--- config.mk ---
export PLATFORM = sky130hd
export DESIGN_NAME = mul_div_controller_flat
export DESIGN_NICKNAME = d
export VERILOG_FILES = /design/src/rtl/mul_div_controller_if.sv /design/src/rtl/mul_div_controller.sv /design/src/flat_wrapper.sv
export SDC_FILE = /design/constraint.sdc
export NUM_CORES = 1
export LEC_CHECK = 0
export CAP_MARGIN = 15
export CORE_ASPECT_RATIO = 2
export CORE_MARGIN = 8
export CORE_UTILIZATION = 59
export CTS_BUF_LIST = sky130_fd_sc_hd__clkbuf_8
export CTS_CLUSTER_SIZE = 30
export DETAILED_ROUTE_END_ITERATION = 6
export PLACE_DENSITY = 0.89
export SYNTH_ARGS = -nofsm -noshare
export SYNTH_HDL_FRONTEND = slang
export SYNTH_SLANG_ARGS = --single-unit
export TNS_END_PERCENT = 50
--- constraint.sdc ---
create_clock -name clk -period 4.9 [get_ports clk]
set_input_delay 0.735 -clock clk [delete_from_list [all_inputs] [get_ports clk]]
set_output_delay 0.735 -clock clk [all_outputs]
set_load 0.05 [all_outputs]
--- src/rtl/mul_div_controller_if.sv ---
// mul_div_controller_if
//   Bundles the request, move-to and result signals of the HI/LO multiply/divide
//   unit. Clock and reset stay outside the interface.
//
//   Handshake: start is a single-cycle request sampled on the rising edge.
//   The unit accepts it whenever busy is low (IDLE or DONE). A start seen while
//   busy is high is dropped: it is not queued and it is not flagged. There is no
//   ready signal. Completion is signalled by a one-cycle done pulse, and hi/lo
//   are already valid in that cycle.
//
//   master : requester (drives start/op/a/b/hiwrite/lowrite/wrdata)
//   slave  : the controller (drives busy/done/divbyzero/hi/lo/state)
//   state  : FSM state, exposed for debug only

interface mul_div_controller_if;
  logic        start;
  logic [1:0]  op;
  logic [31:0] a;
  logic [31:0] b;
  logic        hiwrite;
  logic        lowrite;
  logic [31:0] wrdata;
  logic        busy;
  logic        done;
  logic        divbyzero;
  logic [31:0] hi;
  logic [31:0] lo;
  logic [1:0]  state;

  modport master (
    output start, op, a, b, hiwrite, lowrite, wrdata,
    input  busy, done, divbyzero, hi, lo, state
  );

  modport slave (
    input  start, op, a, b, hiwrite, lowrite, wrdata,
    output busy, done, divbyzero, hi, lo, state
  );
endinterface

--- src/rtl/mul_div_controller.sv ---
// mul_div_controller
//   Iterative 32x32 multiply/divide unit with architectural HI/LO registers.
//   op: 00 MULT (signed), 01 MULTU, 10 DIV (signed), 11 DIVU.
//   A multiply leaves product[63:32] in HI and product[31:0] in LO.
//   A divide leaves the remainder in HI and the quotient in LO.
//
//   Ports
//     clk   : single clock; all state updates on the rising edge
//     reset : synchronous, active-high
//     bus   : mul_div_controller_if.slave (request, move-to and result signals)
//
//   Timing: a start sampled at edge k gives 32 iteration steps at edges
//   k+1..k+32. A sign-fixup/write-back edge at k+33 updates HI/LO, and done is
//   high for the cycle that follows.
//
//   Optional feature: define MULDIV_FAST_MUL_EN to compute MULT/MULTU with a
//   single-cycle product. HI/LO then update at edge k+1. Divide is unchanged.

module mul_div_controller (
  input  logic                 clk,
  input  logic                 reset,
  mul_div_controller_if.slave  bus
);

  localparam logic [1:0] IDLE = 2'd0;
  localparam logic [1:0] RUN  = 2'd1;
  localparam logic [1:0] DONE = 2'd2;

  logic [1:0]  state;
  logic [5:0]  cnt;
  logic [1:0]  op_q;
  logic [31:0] opa_q;
  logic [31:0] opb_q;
  // Multiply: {partial product high, remaining multiplier bits / product low}.
  // Divide:   {partial remainder, dividend bits shifting out / quotient in}.
  logic [63:0] pr;
  // Multiply: multiplicand magnitude. Divide: divisor magnitude.
  logic [31:0] mc;
  logic [31:0] hi_q;
  logic [31:0] lo_q;
  logic        dbz_q;

  // Operand magnitudes at issue. The iteration always runs unsigned, and the
  // signs are reapplied at write-back.
  logic        issue_sgn;
  logic [31:0] a_mag;
  logic [31:0] b_mag;

  always_comb begin
    issue_sgn = ~bus.op[0];
    a_mag     = (issue_sgn && bus.a[31]) ? 32'd0 - bus.a : bus.a;
    b_mag     = (issue_sgn && bus.b[31]) ? 32'd0 - bus.b : bus.b;
  end

  logic run_sgn;
  logic run_mul;
  assign run_sgn = ~op_q[0];
  assign run_mul = ~op_q[1];

  // One radix-2 step.
  // Multiply: conditional add into the upper half, then shift right.
  // Divide: shift left and compare. When the shifted partial remainder is at
  // least the divisor, the 32-bit difference is exact and fits.
  logic [32:0] mul_sum;
  logic [32:0] rem_sh;
  logic [31:0] div_diff;
  logic [63:0] step_pr;

  always_comb begin
    mul_sum  = {1'b0, pr[63:32]} + (pr[0] ? {1'b0, mc} : 33'd0);
    rem_sh   = pr[63:31];
    div_diff = pr[62:31] - mc;
    if (run_mul) begin
      step_pr = {mul_sum, pr[31:1]};
    end else if (rem_sh >= {1'b0, mc}) begin
      step_pr = {div_diff, pr[30:0], 1'b1};
    end else begin
      step_pr = {pr[62:0], 1'b0};
    end
  end

  logic [63:0] mul_res;
  logic        fast_fin;

`ifdef MULDIV_FAST_MUL_EN
  // Sign extension is gated by run_sgn, so a single truncated 64-bit product
  // serves both MULT and MULTU.
  assign fast_fin = run_mul;
  assign mul_res  = {{32{opa_q[31] & run_sgn}}, opa_q} *
                    {{32{opb_q[31] & run_sgn}}, opb_q};
`else
  assign fast_fin = 1'b0;
  assign mul_res  = (run_sgn && (opa_q[31] ^ opb_q[31])) ? 64'd0 - pr : pr;
`endif

  // Signed divide truncates toward zero, and the remainder follows the
  // dividend's sign. 0x80000000 / -1 comes out as 0x80000000 remainder 0
  // without any special case.
  logic [31:0] quot;
  logic [31:0] rem;

  always_comb begin
    quot = (run_sgn && (opa_q[31] ^ opb_q[31])) ? 32'd0 - pr[31:0] : pr[31:0];
    rem  = (run_sgn && opa_q[31]) ? 32'd0 - pr[63:32] : pr[63:32];
  end

  logic finish;
  assign finish = (state == RUN) && ((cnt == 6'd32) || fast_fin);

  always_ff @(posedge clk) begin
    if (reset) begin
      state <= IDLE;
      cnt   <= 6'd0;
      op_q  <= 2'd0;
      opa_q <= 32'd0;
      opb_q <= 32'd0;
      pr    <= 64'd0;
      mc    <= 32'd0;
      hi_q  <= 32'd0;
      lo_q  <= 32'd0;
      dbz_q <= 1'b0;
    end else begin
      dbz_q <= 1'b0;
      case (state)
        IDLE, DONE: begin
          // Move-to writes and a new start may share an edge. The operation's
          // result overwrites the written value later.
          if (bus.hiwrite) hi_q <= bus.wrdata;
          if (bus.lowrite) lo_q <= bus.wrdata;
          if (bus.start) begin
            state <= RUN;
            cnt   <= 6'd0;
            op_q  <= bus.op;
            opa_q <= bus.a;
            opb_q <= bus.b;
            if (!bus.op[1]) begin
              pr <= {32'd0, b_mag};
              mc <= a_mag;
            end else begin
              pr <= {32'd0, a_mag};
              mc <= b_mag;
            end
          end else begin
            state <= IDLE;
          end
        end
        RUN: begin
          if (finish) begin
            state <= DONE;
            if (run_mul) begin
              hi_q <= mul_res[63:32];
              lo_q <= mul_res[31:0];
            end else if (opb_q == 32'd0) begin
              dbz_q <= 1'b1;
            end else begin
              hi_q <= rem;
              lo_q <= quot;
            end
          end else begin
            pr  <= step_pr;
            cnt <= cnt + 6'd1;
          end
        end
        default: state <= IDLE;
      endcase
    end
  end

  assign bus.busy      = (state == RUN);
  assign bus.done      = (state == DONE);
  assign bus.divbyzero = dbz_q;
  assign bus.hi        = hi_q;
  assign bus.lo        = lo_q;
  assign bus.state     = state;

endmodule

--- src/flat_wrapper.sv ---
// flat-port wrapper written by rule: the top's interface ports become plain ports
module mul_div_controller_flat 
  (clk, reset, bus_start, bus_op, bus_a, bus_b, bus_hiwrite, bus_lowrite, bus_wrdata, bus_busy, bus_done, bus_divbyzero, bus_hi, bus_lo, bus_state);
  mul_div_controller_if bus_i ();
  input  logic clk;
  input  logic reset;
  input wire logic [$bits(bus_i.start)-1:0] bus_start;
  input wire logic [$bits(bus_i.op)-1:0] bus_op;
  input wire logic [$bits(bus_i.a)-1:0] bus_a;
  input wire logic [$bits(bus_i.b)-1:0] bus_b;
  input wire logic [$bits(bus_i.hiwrite)-1:0] bus_hiwrite;
  input wire logic [$bits(bus_i.lowrite)-1:0] bus_lowrite;
  input wire logic [$bits(bus_i.wrdata)-1:0] bus_wrdata;
  output wire logic [$bits(bus_i.busy)-1:0] bus_busy;
  output wire logic [$bits(bus_i.done)-1:0] bus_done;
  output wire logic [$bits(bus_i.divbyzero)-1:0] bus_divbyzero;
  output wire logic [$bits(bus_i.hi)-1:0] bus_hi;
  output wire logic [$bits(bus_i.lo)-1:0] bus_lo;
  output wire logic [$bits(bus_i.state)-1:0] bus_state;
  assign bus_i.start = bus_start;
  assign bus_i.op = bus_op;
  assign bus_i.a = bus_a;
  assign bus_i.b = bus_b;
  assign bus_i.hiwrite = bus_hiwrite;
  assign bus_i.lowrite = bus_lowrite;
  assign bus_i.wrdata = bus_wrdata;
  assign bus_busy = bus_i.busy;
  assign bus_done = bus_i.done;
  assign bus_divbyzero = bus_i.divbyzero;
  assign bus_hi = bus_i.hi;
  assign bus_lo = bus_i.lo;
  assign bus_state = bus_i.state;
  mul_div_controller u_core (.clk(clk), .reset(reset), .bus(bus_i));
endmodule
# Word-level counts from Yosys, hierarchy flattened
# Index checks and enable logic that the tools add are counted.
[totals]
mem_bits_rw = 0
n_memories = 0
rom_bits = 0
inputBits = 103
reg_bits = 235
word_cells = 78
latch_bits = 0
[op_classes]
magnitude_cmp = 1
shifts = 0
div_mod_pow = 0
n_addsub = 8
n_mux = 30
n_bitwise = 6
multipliers = 0
n_eq_ne = 9
n_reduce_logical = 14
[ops]
columns = ["op", "n"]
rows = [
  ["32-bit two-way mux", 15],
  ["64-bit two-way mux", 5],
  ["32-bit case mux with 2 select lines", 2],
  ["64-bit case mux with 2 select lines", 1],
  ["1-bit by 32-bit subtractor with 32-bit output (first input constant)", 4],
  ["1-bit by 64-bit subtractor with 64-bit output (first input constant)", 1],
  ["32-bit by 33-bit adder with 33-bit output", 1],
  ["33-bit by 32-bit >= comparator with 1-bit output", 1],
  ["32-bit logical NOT", 1],
  ["32-bit subtractor", 1],
  ["6-bit two-way mux", 2],
  ["6-bit case mux with 2 select lines", 1],
  ["2-bit != test (second input constant)", 4],
  ["4-bit AND reduction", 2],
  ["6-bit by 1-bit adder with 6-bit output (second input constant)", 1],
  ["6-bit equality test (second input constant)", 1],
  ["1-bit logical AND", 5],
  ["1-bit NOT", 5],
  ["2-bit case mux with 2 select lines", 1],
  ["4-bit OR reduction", 1],
  ["3-bit != test (second input constant)", 1],
  ["3-bit AND reduction", 1],
  ["2-bit by 1-bit equality test with 1-bit output (second input constant)", 1],
  ["2-bit equality test (second input constant)", 1],
  ["8 further kinds", 9],
]

# Depth between registers and ports, before layout
# Gate-level depths: netlist (run 1).
[logic_depth]
ltp_word = 7
depth_mapped = 16
depth_no_buf = 14

# Worst setup path before layout (run 1)
# Ideal clock, no wire load.
[synth_path]
kind = "register to register"
startpoint = "reg u_core.pr[31]"
endpoint = "reg u_core.pr[60]"
path_slack_ns = 1.520
required_ns = 4.840
arrival_time_ns = 3.320
setup_ns = 0.060
stages_incl_launch_ff = 15
path_buffers = 0
synth_period_minus_slack_ns = 3.380
path_cell_list = "dfxtp_1 > inv_1 > ha_1 > inv_1 > fa_1 > a211oi_1 > o21bai_1 > a21oi_1 > o221ai_1 > a311oi_1 > nor2_1 > a41oi_1 > mux2_2 > a2111oi_0 > a221o_1"
[synth_between]
elab_chain_cells = 5
word_cells_on_any_way = 6
cone_classes = "1 x add/sub; 1 x order compare; 4 x mux"
[synth_rtl]
columns = ["element", "line", "rtl"]
rows = [
  ["start, declared", "mul_div_controller.sv:36", "logic [63:0] pr;"],
  ["start signal, assigned", "mul_div_controller.sv:137", "pr <= {32'd0, b_mag};"],
  ["start signal, assigned", "mul_div_controller.sv:140", "pr <= {32'd0, a_mag};"],
  ["start signal, assigned", "mul_div_controller.sv:160", "pr <= step_pr;"],
  ["32-bit subtractor / 33-bit by 32-bit >= comparator with 1-bit output (equally long branches)", "mul_div_controller.sv:72, mul_div_controller.sv:75", ""],
  ["64-bit two-way mux (*)", "mul_div_controller.sv:75", "end else if (rem_sh >= {1'b0, mc}) begin"],
  ["64-bit two-way mux (*)", "mul_div_controller.sv:73", "if (run_mul) begin"],
  ["64-bit two-way mux (*)", "mul_div_controller.sv:148", "if (finish) begin"],
  ["64-bit case mux with 2 select lines (*)", "mul_div_controller.sv:124", "case (state)"],
]
# Mark *: on every way between the ends. The rest lies on a longest branch, timed or not. The select of a mux whose other input is x is not followed.
# A chain may end at the register's enable or synchronous reset.

# Worst setup path in the final report (run 1)
[layout_path]
startpoint = "reg u_core.state[0] (netlist: u_core.bus.state[0])"
endpoint = "out bus_busy"
[layout_between]
elab_chain_cells = 1
[layout_rtl]
columns = ["element", "line", "rtl"]
rows = [
  ["start, declared", "mul_div_controller.sv:29", "logic [1:0] state;"],
  ["start signal, assigned", "mul_div_controller.sv:112", "state <= IDLE;"],
  ["start signal, assigned", "mul_div_controller.sv:131", "state <= RUN;"],
  ["start signal, assigned", "mul_div_controller.sv:144", "state <= IDLE;"],
  ["2-bit by 1-bit equality test with 1-bit output", "mul_div_controller.sv:169", "assign bus.busy = (state == RUN);"],
  ["end, declared", "flat_wrapper.sv:14", "output wire logic [$bits(bus_i.busy)-1:0] bus_busy;"],
]
# Every way passes these cells.

==> results of run 1 <==
-- worst min-delay path: cells and delay by family (launching register included) --
kind	cells	cell delay (ps)
and+or+nand+nor	1	50
DFF	1	310
AOI/OAI and AO/OA	1	50
-- cells by family (layout without fill, tap and decap cells) --
family          count (synthesis)  in the layout  synth area share [%]
flops                         204            204                  26.0
fa+ha+maj                      72             72                  5.83
other cells                     0              2                     0
mux                            51             51                  3.32
buf+inv                       217            345                  5.33
xor+xnor                      177            177                  9.87
compound gates                660            660                  26.4
simple gates                  804            804                  23.3
-- layer usage --
metal  part of all wire (%)  routed length (um)  vias up
met3                    8.4                5520      424
met1                     32               20700     8136
li1                       -                   -     7961
met5                      0                   0        -
met4                     11                7250        0
met2                     49               32300     1103
-- through the flow --
stage / hold WS [ps] / total power, mW / util, % / setup slack (ps) / std cells
after global placement: 440 / 3.81 / 67.2 / 1070 / 2601
after global routing: 472 / 5.66 / 69.7 / 678 / 2657
after CTS: 453 / 5.37 / 69.7 / 968 / 2657
after detailed placement: 446 / 3.85 / 67.2 / 903 / 2601
after floorplan: 431 / 3.19 / - / 1520 / 2185
final: 454 / 5.46 / 69.7 / 902 / 2659
-- path summary, 6_finish.rpt --
| path | to | cells after the start | from | slack [ps] |
|---|---|---|---|---|
| setup / recovery | bus_busy | 4 | u_core.bus.state[0] | 900 |
| hold / removal | u_core.bus.hi[18] | 2 | u_core.bus.hi[18] | 450 |
| setup reg to reg | u_core.pr[45] | 14 | u_core.pr[0] | 930 |
| hold reg to reg | u_core.bus.hi[18] | 2 | u_core.bus.hi[18] | 450 |
-- power by group through the flow --
| stage | clock network, mW | registers, mW | logic (mW) |
|---|---|---|---|
| after floorplan | 0 | 2.05 | 1.14 |
| after global placement | 0 | 1.95 | 1.85 |
| after detailed placement | 0 | 1.96 | 1.88 |
| after CTS | 1.55 | 1.92 | 1.89 |
| after global routing | 1.62 | 1.94 | 2.09 |
| final | 1.55 | 1.94 | 1.97 |
-- sequential cells by signal, indices dropped and copies added, names as in the netlist --
register and count:
u_core.pr 64, u_core.bus.hi 32, u_core.bus.lo 32, u_core.mc 32
u_core.opb_q 32, u_core.cnt 6, u_core.bus.state 2, u_core.op_q 2
u_core.bus.divbyzero 1, u_core.opa_q 1
-- cell type report --
cell class	instances	area share, %
Inverter	75	1.54
Timing Repair Buffer	214	11.1
Sequential cell	204	22.3
Antenna cell	2	0.0273
Multi-Input combinational cell	1764	59.0
Tap cell	344	2.35
Clock inverter	16	0.662
Clock buffer	40	3.00
-- placed cells by master, fill, tap and decap left out, types with 31 or more instances in the layout --
cell type,n
a21oi_1,259
clkdlybuf4s50_1,169
ha_1,70
buf_4,43
a21o_1,31
nand2_1,288
xnor2_1,105
o21ai_0,95
nor2_1,275
inv_1,77
nand3_1,40
clkbuf_8,40
nor3_1,54
xor2_1,72
dfxtp_1,203
a31oi_1,31
mux2i_1,43
a211oi_1,77
==> reports/qor.yml, run 1 <==
synth:
  synth_top_area_share_pct: 26.0
  post_synth.cell_area_avg_sq_um: 7.18
  ys_warn_count: 0
  netlist_area_sq_um: 15700
  async_reset_ff_share_pct: 0
  netlist_instances: 2185
  ys.flop_type: "dfxtp_1"
  seq_area_frac_synth_pct: 26.0
  synth_edf_count: 0
  ys_ff_latch: 204
  synth.most_common_cell: "nand2_1"
  synthTopCellsByCount: "nand2_1 (289), nor2_1 (276), a21oi_1 (260)"
  synthDistinctLibCells: 78
  synth.area.top_cells: "dfxtp_1 (26%), a21oi_1 (8.3%), nand2_1 (6.9%)"
  synth.net_count: 2360
  yosysTopAreaCell: "dfxtp_1"
run:
  drv_cap: 0
die:
  core_area_sq_um: 26300
  start_util_pct: 59.7
  dieHeight_um: 247
  floorplan.die_area_sq_um: 32400
  ios: 172
  die_w_um: 131
  row_count: 84
critical_path:
  crit_family: "buffers and inverters"
  path_max_fanout: 42
  cp_slowest_cell: "clkdlybuf4s50_1"
  critPathRequiredTime_ps: 4160
  critPathKind: "flip-flop to primary output"
  end_kind: "primary output"
  start_kind: "flip-flop"
  crit_buf_inv: 3
  cp_data_arrival_time_ps: 3260
  path_cells: "nand2b_2 -> clkinv_2 -> buf_4 -> clkdlybuf4s50_1"
  max_stage_delay_ps: 900
grt:
  grt_start_max_net_pins: 79
  grt.overflow.total: 0
  met1_usage_pct: 37.5
  grt_pass1_wl_um: 99300
  met3_usage_pct: 8.68
  track_usage_pct: 39.3
  use_met2_pct: 68.9
  busiest_layer: "met2"
  grt_pass1_vias: 17506
  antenna_found_initial: 1
power:
  clkPwrFrac_pct: 28.4
  pwr-share-comb_pct: 36.1
  power_frac_seq_pct: 35.5
  p_leak_nw: 7.24
  p_per_area_nw_per_um2: 298
  p_int_mw: 3.27
  vdd_drop_max_v: 0.000275
  power_switching_mw: 2.18
  switching_share_pct: 40.0
timing:
  fin_crit_sh_pct: 81.6
  finalSetupTns_ps: 0
  finalHoldViolCount: 0
  slew_headroom_pct: 25.1
  period_minus_slack_ps: 4000
  worst_pin_slew_ps: 1120
  rsz0062_at_grt: "no"
  finClkSkew_ps: 18.5
  slew_viol_final: 0
  fmax_ghz: 0.250
  setup_viol: 0
clock_tree:
  cts_sinks: 204
  cts_tree: "done"
  post-cts-setup-buffers: 0
  cts_buffer_depth: 3
  htree_levels: 1
  cts_made_buffers: 30
  ctsHoldBuffers: 0
  cts_root_buf: "clkbuf_8"
  cts_resized: 0
  cts.clk_slew.worst_paths_ps: 60
  insertion_delay_ps: 650
drt:
  drt-initial-drc-count: 2196
  dr.pass1.iters: 6
  ant_nets: 0
  vias_per_cell: 6.63
  wirelength_um: 65800
  vias: 17624
  drc: 0
  wl_per_cell_um: 24.7
placement:
  hpwl_um: 48600
  place_area_sq_um: 17600
  finalWeightedCongestion: 1.04
  io_buffers: 171
final_layout:
  drive_gt1_share_pct: 6.18
  fin_nets: 2464
  multiInputGateArea_sq_um: 10800
  syn2layout_area_growth_pct: 16.7
  fillCellCount: 2246
  seq_area_sq_um: 4090
  postLayoutCellArea_sq_um: 18300
run_status:
  outcome: "completed"
hold_path:
  min_path_type: "flip-flop to flip-flop"
Note: power is estimated with default switching activity, not from simulation.
==> run 2: changes to the inputs <==
- clock period: 4.9 -> 3.7 ns (I/O delays scaled with it)
==> run 2 against run 1 <==
Effect of this change: clock power up 39%; power up 36%; cell count up 2.4%; flip-flop and latch count unchanged; setup slack worse by 730 ps; first-iteration DRC count down 10%; combinational power up 40%; critical path depth up 10; count of clock-buffer cells in the layout down 3; non-clock buffer count up 62; highest routed layer unchanged.
==> reports/qor.yml, run 2 (synthesis gave the netlist of run 1 again) <==
grt:
  antenna_found_initial: 1
  track_usage_pct: 39.0
  grt_pass1_wl_um: 99000
  grt.overflow.total: 0
  grt_pass1_vias: 17723
  grt_start_max_net_pins: 131
die:
  dieHeight_um: 247
  core_area_sq_um: 26300
  ios: 172
  row_count: 84
  floorplan.die_area_sq_um: 32400
  start_util_pct: 59.7
  die_w_um: 131
timing:
  slew_headroom_pct: 21.9
  finalHoldViolCount: 0
  timing.hold.ws_ps: 355
  rsz0062_at_grt: "yes"
  worst_pin_slew_ps: 1170
  fin_crit_sh_pct: 95.3
  finalSetupTns_ps: 0
  finClkSkew_ps: 25.0
  fmax_ghz: 0.284
  setup_viol: 0
  period_minus_slack_ps: 3530
  slew_viol_final: 0
critical_path:
  critPathKind: "flip-flop to flip-flop"
  start_kind: "flip-flop"
  crit_path_start: "u_core.pr[0]"
  rr_startpoint: "u_core.pr[0]"
  end_kind: "flip-flop"
  cp_data_arrival_time_ps: 4100
  path_max_fanout: 9
  critPathRequiredTime_ps: 4270
  r2r_setup_slack_ps: 170
drt:
  drc: 0
  vias: 17810
  wirelength_um: 65700
  dr.pass1.iters: 6
  ant_nets: 0
  drt-initial-drc-count: 1968
  wl_per_cell_um: 24.1
  vias_per_cell: 6.54
final_layout:
  fillCellCount: 2167
  largest_register_ffs: 64
  fin_nets: 2527
  multiInputGateArea_sq_um: 10800
  drive_gt1_share_pct: 8.92
  postLayoutCellArea_sq_um: 18900
  final_common_cell: "nand2_1"
  seq_area_sq_um: 4090
  largest-register: "u_core.pr"
  syn2layout_area_growth_pct: 20.4
  final_util_pct: 71.9
  layout_common_cells: "nand2_1 (288), nor2_1 (275), a21oi_1 (258)"
clock_tree:
  cts_tree: "done"
  cts_sinks: 204
  cts_root_buf: "clkbuf_8"
  cts_made_buffers: 31
  ctsHoldBuffers: 0
  cts.clk_slew.worst_paths_ps: 70
  htree_levels: 1
  insertion_delay_ps: 650
  cts_buffer_depth: 3
placement:
  finalWeightedCongestion: 1.03
  io_buffers: 171
  place_area_sq_um: 18100
  hpwl_um: 48700
run_status:
  outcome: "completed"
power:
  vdd_drop_max_v: 0.000371
  p_per_area_nw_per_um2: 393
  p_leak_nw: 7.60
hold_path:
  min_from: "reset"
  min_path_type: "input port to flip-flop"
run:
  drv_cap: 0
run 2: changes by cell type in the layout (fill, tap and decap cells not counted), moves of 2 or more:
cell / previous run / this run
buf_12: 1 / 5
buf_4: 43 / 101
clkbuf_8: 40 / 37
bufinv_16: 1 / 3
run 2: power breakdown:
group	switching (mW)	internal [mW]	leakage [nW]	total (mW)
Sequential	0.171	2.36	1.68	2.53
Clock	1.01	1.13	0.373	2.15
Combinational	1.74	1.01	5.55	2.75
run 2: layout make-up:
class | count | area share (%)
Clock inverter | 21 | 1.03
Multi-Input combinational cell | 1764 | 57.3
Timing Repair Buffer | 276 | 13.5
Sequential cell | 204 | 21.6
Tap cell | 344 | 2.28
Inverter | 75 | 1.52
Clock buffer | 37 | 2.69
Antenna cell | 1 | 0.0132
run 2: worst max-delay path, cell delays in order, from the launching register on:
cell and delay [ps]:
dfxtp_1 420, clkinvlp_4 250, nor2_1 210, ha_1 320
a21oi_1 210, o21ai_0 180, o41ai_2 320, buf_4 190
o311ai_0 110, a211oi_1 210, nor2_1 130, a221o_1 330
mux2_2 290, a2bb2oi_1 130, a21oi_1 150
run 2: routing by layer:
layer,global-route usage (%),up-vias,wire length (um)
met4,35.2,0,6820
met3,7.99,393,5680
li1,-,8108,-
met2,69.0,1106,32100
met5,0,-,0
met1,38.0,8203,21000
run 2: repair_timing:
action / in CTS / in global routing
gates resized for setup: 0 / 7
endpoints found under the setup margin: 0 / 5
setup buffers: 0 / 3
run 2: metrics by stage:
step,total power [mW],cells,setup WS [ps]
floorplan,4.22,2185,320
global placement,5.15,2660,180
detailed placement,5.19,2660,101
CTS,7.31,2718,91.9
global route,7.70,2722,-116
finish,7.43,2722,174
run 2: path summary, 6_finish.rpt:
| path | to | cells past startpoint |
|---|---|---|
| worst max register to register | u_core.pr[62] | 14 |
| worst min register to register | u_core.opb_q[4] | 2 |
| worst min-delay path | u_core.mc[5] | 2 |
| worst max-delay path | u_core.pr[62] | 14 |
